--- src/rtl/bamse_io_pkg.sv ---
// ============================================================================
// Module : bamse_io_pkg
// Brief  : Shared constants and IRQ state encoding for the bamse input side.
// Rev    : 1.0  initial release
// ============================================================================
`default_nettype none

package bamse_io_pkg;

  localparam int CLK_HZ              = 32_000_000;
  // 10 ms of stable level at the 32 MHz system clock
  localparam int DEBOUNCE_CYCLES_DEF = 320_000;

  typedef enum logic {
    IDLE = 1'b0,
    PEND = 1'b1
  } irq_state_t;

endpackage : bamse_io_pkg

`default_nettype wire

--- src/rtl/bamse_debounce.sv ---
// ============================================================================
// Module : bamse_debounce
// Brief  : One-bit 2-flop synchroniser, stability counter and stable register.
// Rev    : 1.0  initial release
// ============================================================================
`default_nettype none

module bamse_debounce #(
  parameter int DEBOUNCE_CYCLES = 4,
  parameter int CNT_W           = 2
) (
  input  logic clk,
  input  logic rst,
  input  logic d_raw,
  output logic q,
  output logic upd
);

  localparam logic [CNT_W-1:0] CNT_MAX = CNT_W'(DEBOUNCE_CYCLES - 1);

  logic             r_sync1;
  logic             r_sync2;
  logic             r_st;
  logic             r_upd;
  logic [CNT_W-1:0] r_cnt;

  always_ff @(posedge clk or negedge rst) begin
    if (!rst) begin
      r_sync1 <= 1'b0;
      r_sync2 <= 1'b0;
      r_st    <= 1'b0;
      r_upd   <= 1'b0;
      r_cnt   <= '0;
    end else begin
      r_sync1 <= d_raw;
      r_sync2 <= r_sync1;
      r_upd   <= 1'b0;
      // Any cycle agreeing with the stable level restarts the count
      if (r_sync2 == r_st) begin
        r_cnt <= '0;
      end else if (r_cnt == CNT_MAX) begin
        r_st  <= r_sync2;
        r_cnt <= '0;
        r_upd <= 1'b1;
      end else begin
        r_cnt <= r_cnt + 1'b1;
      end
    end
  end

  assign q   = r_st;
  assign upd = r_upd;

endmodule : bamse_debounce

`default_nettype wire

--- src/rtl/bamse_in_cond.sv ---
// ============================================================================
// Module : bamse_in_cond
// Brief  : Switch/button conditioner: debounced port B data and held IRQ.
// Rev    : 1.0  initial release
// ============================================================================
`default_nettype none

module bamse_in_cond
  import bamse_io_pkg::*;
#(
  parameter int NSW             = 8,
  parameter int DEBOUNCE_CYCLES = DEBOUNCE_CYCLES_DEF,
  parameter int CNT_W           = $clog2(DEBOUNCE_CYCLES)
) (
  input  logic           clk,
  input  logic           rst,
  input  logic [NSW-1:0] sw_raw,
  input  logic           btn_raw,
  input  logic           irq_ack,
  output logic [NSW-1:0] portB_in,
  output logic           sw_changed,
  output logic           irq,
  output logic           irq_overrun
);

  logic [NSW:0] w_raw;
  logic [NSW:0] w_st;
  logic [NSW:0] w_upd;
  logic         w_rise;

  logic         r_btn_st_d;
  logic         r_sw_changed;
  irq_state_t   r_state;
  logic         r_irq;
  logic         r_overrun;

  // Button rides as the top channel alongside the switches
  assign w_raw = {btn_raw, sw_raw};

  generate
    for (genvar i = 0; i <= NSW; i++) begin : g_chan
      bamse_debounce #(
        .DEBOUNCE_CYCLES (DEBOUNCE_CYCLES),
        .CNT_W           (CNT_W)
      ) u_deb (
        .clk   (clk),
        .rst   (rst),
        .d_raw (w_raw[i]),
        .q     (w_st[i]),
        .upd   (w_upd[i])
      );
    end
  endgenerate

  // upd is high exactly when the delayed copy still lags, so this is a pure rising edge
  assign w_rise = w_upd[NSW] & w_st[NSW] & ~r_btn_st_d;

  always_ff @(posedge clk or negedge rst) begin
    if (!rst) begin
      r_btn_st_d   <= 1'b0;
      r_sw_changed <= 1'b0;
    end else begin
      r_btn_st_d   <= w_st[NSW];
      r_sw_changed <= |w_upd[NSW-1:0];
    end
  end

  always_ff @(posedge clk or negedge rst) begin
    if (!rst) begin
      r_state   <= IDLE;
      r_irq     <= 1'b0;
      r_overrun <= 1'b0;
    end else begin
      case (r_state)
        IDLE: begin
          if (w_rise) begin
            r_state <= PEND;
            r_irq   <= 1'b1;
          end
        end
        PEND: begin
          if (irq_ack) begin
            // A press landing on the ack becomes the next request
            if (!w_rise) begin
              r_state <= IDLE;
              r_irq   <= 1'b0;
            end
            r_overrun <= 1'b0;
          end else if (w_rise) begin
            r_overrun <= 1'b1;
          end
        end
      endcase
    end
  end

  assign portB_in    = w_st[NSW-1:0];
  assign sw_changed  = r_sw_changed;
  assign irq         = r_irq;
  assign irq_overrun = r_overrun;

endmodule : bamse_in_cond

`default_nettype wire

--- config.mk ---
export PLATFORM = sky130hd
export DESIGN_NAME = bamse_in_cond
export DESIGN_NICKNAME = d
export VERILOG_FILES = /design/src/rtl/bamse_io_pkg.sv /design/src/rtl/bamse_debounce.sv /design/src/rtl/bamse_in_cond.sv
export SDC_FILE = /design/constraint.sdc
export NUM_CORES = 1
export LEC_CHECK = 0
export ABC_AREA = 1
export BUFFER_PORTS_ARGS = -buffer_cell sky130_fd_sc_hd__buf_2
export CAP_MARGIN = 20
export CORE_ASPECT_RATIO = 1.5
export CORE_MARGIN = 3
export CORE_UTILIZATION = 54
export DETAILED_ROUTE_END_ITERATION = 8
export PLACE_DENSITY_LB_ADDON = 0.08
export SYNTH_ARGS = -nofsm -noshare
export SYNTH_HDL_FRONTEND = slang
export SYNTH_SLANG_ARGS = --single-unit
--- constraint.sdc ---
create_clock -name clk -period 2.7 [get_ports clk]
set_clock_uncertainty 0.15 [all_clocks]
set_input_delay 0.135 -clock clk [delete_from_list [all_inputs] [get_ports clk]]
set_output_delay 0.135 -clock clk [all_outputs]
set_load 0.01 [all_outputs]
==> summary.md <==
| Metric | Value |
|---|---|
| PortBufs | `22` |
| Clock buffer depth | `3` |
| Total gr overflow | `0` |
| Die width | `122 um` |
| Top post-synthesis cells by count | `366 x nor2_1, 270 x nand2_1, 212 x dfrtp_1, 122 x inv_1, 84 x nand3_1` |
| Req. time, crit path | `approximately 2.9 ns` |
| Register-to-register setup slack | `0.97 ns` |
| Fin. max-slew vios | `0` |
| Sequential power share | `around half` |
| Comb pwr share | `3.6%` |
| Seq/Total Area, Yosys | `about 48%` |
| Mux contribution to synthesized area | `0%` |
| Number of synthesized register bits | `approximately 210` |
| Post-synth ARST share | `100%` |
| Vias in the first global route | `~8400` |
| Fin crit share | `~64%` |
| Crit path time final | `1.73 ns` |
| Synth top area share | `between 40% and 50%` |
| Library cells used by synthesis | `35` |
| Post-DP HPWL | `about 15000 um` |
| Pin count of the biggest net entering global routing | `93` |
| Final WL | `20900 um` |
| Final Core Density | `61.2%` |
| Max_slew headroom | `roughly 53%` |
| Layout cells sized above 1 | `roughly a tenth` |
| Clock share of power | `between 40 and 50%` |
| WP data arrival | `between 1.5 and 2 ns` |
| Top post-synthesis cells by area | `dfrtp_1 48%, nor2_1 13%, nand2_1 9.3%` |
| Final setup viols | `0` |
| CP delay by family, top | `XOR/XNOR gates` |
| Worst Setup End Kind | `register` |
| Routed len/inst | `between 10 and 15 um` |
| Sw Pwr | `about 1400 uW` |
| Simple-Gate Fraction of Synth Area | `around 34%` |
| H-tree levels | `1` |
| FF-to-FF Start | `g_chan[5].u_deb.q` |
| Resized cells post-CTS | `0` |
| Drt drc | `0` |
| Syn nets | `~1400` |
| Yosys warning count | `0` |
| Met3 WL post-DR | `~580 um` |
| Main combinational cell family by area after synthesis | `simple AND/OR/NAND/NOR gates` |
| First-pass GRT wire length | `around 37000 um` |
| CP Buf/Inv Count | `1` |
| Syn Area/Cell | `8.06 um2` |
| Clock Tree Root | `clkbuf_16` |
| Top FF cell, synth | `dfrtp_1` |
| Crit Path Category | `register to register` |
| Area added between synthesis and finish | `11.2%` |
| Nets | `approximately 1400` |
| Outcome | `complete, no violations` |
| Die span in y | `180 um` |
| Pre-CTS WS | `about 0.95 ns` |
| R2R Path End | `g_chan[5].u_deb.r_cnt[17]` |
| Starting Density | `about 55%` |
| XOR/XNOR share of the synthesized area | `a little over 8%` |
| Die footprint | `approximately 22000 um2` |
| Startpoint types | `register` |
| Post-route ant nets | `0` |
| VDD IR-drop max | `0.713 mV` |
| DR pass1 iterations | `4` |
| WL met2 | `10800 um` |
| M1 WL | `approximately 9000 um` |
| Cell chain of the critical path | `xnor2_1 -> inv_1 -> nand2_4 -> nor2_1` |
| Internal power | `4940 uW` |
| Vias | `~8300` |
| Post-route worst setup slack | `about 0.97 ns` |
| Core area | `19900 um2` |
| Max Clk Rate | `0.577 GHz` |
| CTS tree | `done` |
| Adder-Cell Fraction of Synth Area | `approximately 1.0%` |
| R2R depth | `4` |
| Mapped Cells | `roughly 1400` |
| Post-synth top area cell | `dfrtp_1` |
| Dominant cell by count in the synthesized netlist | `nor2_1` |
| Slowest CP cell | `xnor2_1` |
| Clk sinks | `~210` |
| Number of inserted diodes | `0` |
| Critical Path Fanout Max | `10` |
| Syn Std Cell Area | `10900 um2` |
| Leak | `about 0.0052 uW` |
| Setup TNS after final layout | `0 ns` |
| Floorplan row count | `63` |
| EDFF count, synth | `0` |
| Setup bufs post-CTS | `0` |
| Slew @ Worst Pin | `about 0.7 ns` |
| Gr usage total | `between 20% and 30%` |
| Hold Path Class | `input pin to asynchronous set/reset pin` |
| Top Metal Used | `met4` |
| Io pins | `23` |
| First DRT Iteration DRCs | `420` |
| Max-Cap Viols | `0` |
| Unrepaired setup endpoints after global routing | `false` |
| Sw frac | `21.9%` |
| Via density | `between 4 and 5` |
| Num CTS Buffers | `21` |
| Antenna violations before repair | `0` |
| Reg clk slew, reported paths | `~0.060 ns` |
| Synth Area in Compound Gates | `under 10%` |
| Critical path's largest stage delay | `0.52 ns` |
| RePlAce Congestion | `approximately 0.86` |
| Final hold vios | `0` |
| Pwr Density | `520 nW/um2` |
| Clk_lat worst skew | `around 0.5 ns` |
## cells by family after synthesis
| kind of cell | count (synthesis) |
|---|---|
| AOI/OAI and AO/OA | 55 |
| xor gates and xnor gates | 100 |
| adders and majority gates | 9 |
| buffers and inverters | 145 |
| DFF | 212 |
| and+or+nand+nor | 837 |
## timing repair
action / in CTS / in global routing
endpoints found under the setup margin: 0 / 0
hold endpoints to repair: 101 / 0
hold buffers: 11 / 0
## metal layers
metal / up-vias / global-route usage [%]
li1: 4320 / -
met3: 38 / 2.48
met4: 0 / 5.65
met2: 95 / 36.6
met5: - / 0
met1: 3869 / 24.5
## worst max-delay path by stage
stage | endpoint | slack, ns | from | cells after the start
after floorplan | g_chan[3].u_deb.r_cnt[14] | 1.20 | g_chan[3].u_deb.r_cnt[0] | 7
after global placement | g_chan[7].u_deb.r_cnt[9] | 0.95 | g_chan[7].u_deb.r_cnt[0] | 6
after detailed placement | g_chan[7].u_deb.r_cnt[10] | 0.95 | g_chan[7].u_deb.r_cnt[0] | 6
after CTS | g_chan[7].u_deb.r_cnt[9] | 0.94 | g_chan[7].u_deb.r_cnt[0] | 6
after global routing | g_chan[5].u_deb.r_cnt[11] | 0.82 | g_chan[5].u_deb.q | 4
final | g_chan[5].u_deb.r_cnt[17] | 0.97 | g_chan[5].u_deb.q | 4
## registers in the layout, summed over array words and instances (netlist names)
signal / count
irq_overrun: 1
sw_changed: 1
irq: 1
g_chan.u_deb.upd: 9
g_chan.u_deb.r_cnt: 171
g_chan.u_deb.r_sync2: 9
g_chan.u_deb.q: 9
g_chan.u_deb.r_sync1: 9
r_state: 1
r_btn_st_d: 1
## stage by stage
step                      instances  total power (uW)  area, um2  hold WS [ns]
after floorplan                1358              3420      10900        -0.311
after global placement         1636              3530      11400        0.0477
after detailed placement       1636              3540      11400        0.0524
after CTS                      1684              6430      12200         0.104
after global routing           1684              6590      12200         0.117
final                          1684              6330      12200        0.0902
## layout make-up
type	instances	area, um2
clock inverters	5	56.3
inverters	135	508
clock buffers	32	607
flip-flops and latches	212	5310
well taps	260	325
multi-input cells	1001	5060
fillers	1803	7700
repair buffers	39	300
## power groups by stage
stage / clock (uW) / combinational (uW) / sequential (uW)
floorplan: 0 / 107 / 3310
global placement: 0 / 219 / 3320
detailed placement: 0 / 222 / 3320
CTS: 2940 / 236 / 3260
global route: 3060 / 267 / 3260
finish: 2850 / 226 / 3260
## cells in the final DEF, fill, tap and decap left out, types with 3 or more instances in the layout
cell and count:
a21oi_1 19, buf_2 21, buf_4 4, clkbuf_1 7
clkbuf_16 21, clkbuf_8 4, clkinv_2 3, dfrtp_1 212
dlygate4sd3_1 11, ha_1 9, inv_1 122, inv_2 12
nand2_1 270, nand2_2 19, nand2_4 7, nand3_1 84
nand3_4 7, nand4_1 10, nor2_1 366, nor2_2 21
nor2_4 15, nor3_1 12, nor3b_1 14, nor4_1 5
o21ai_0 21, o21ai_1 3, o21bai_1 8, xnor2_1 41
xor2_1 57
Note: power is estimated with default switching activity, not from simulation.
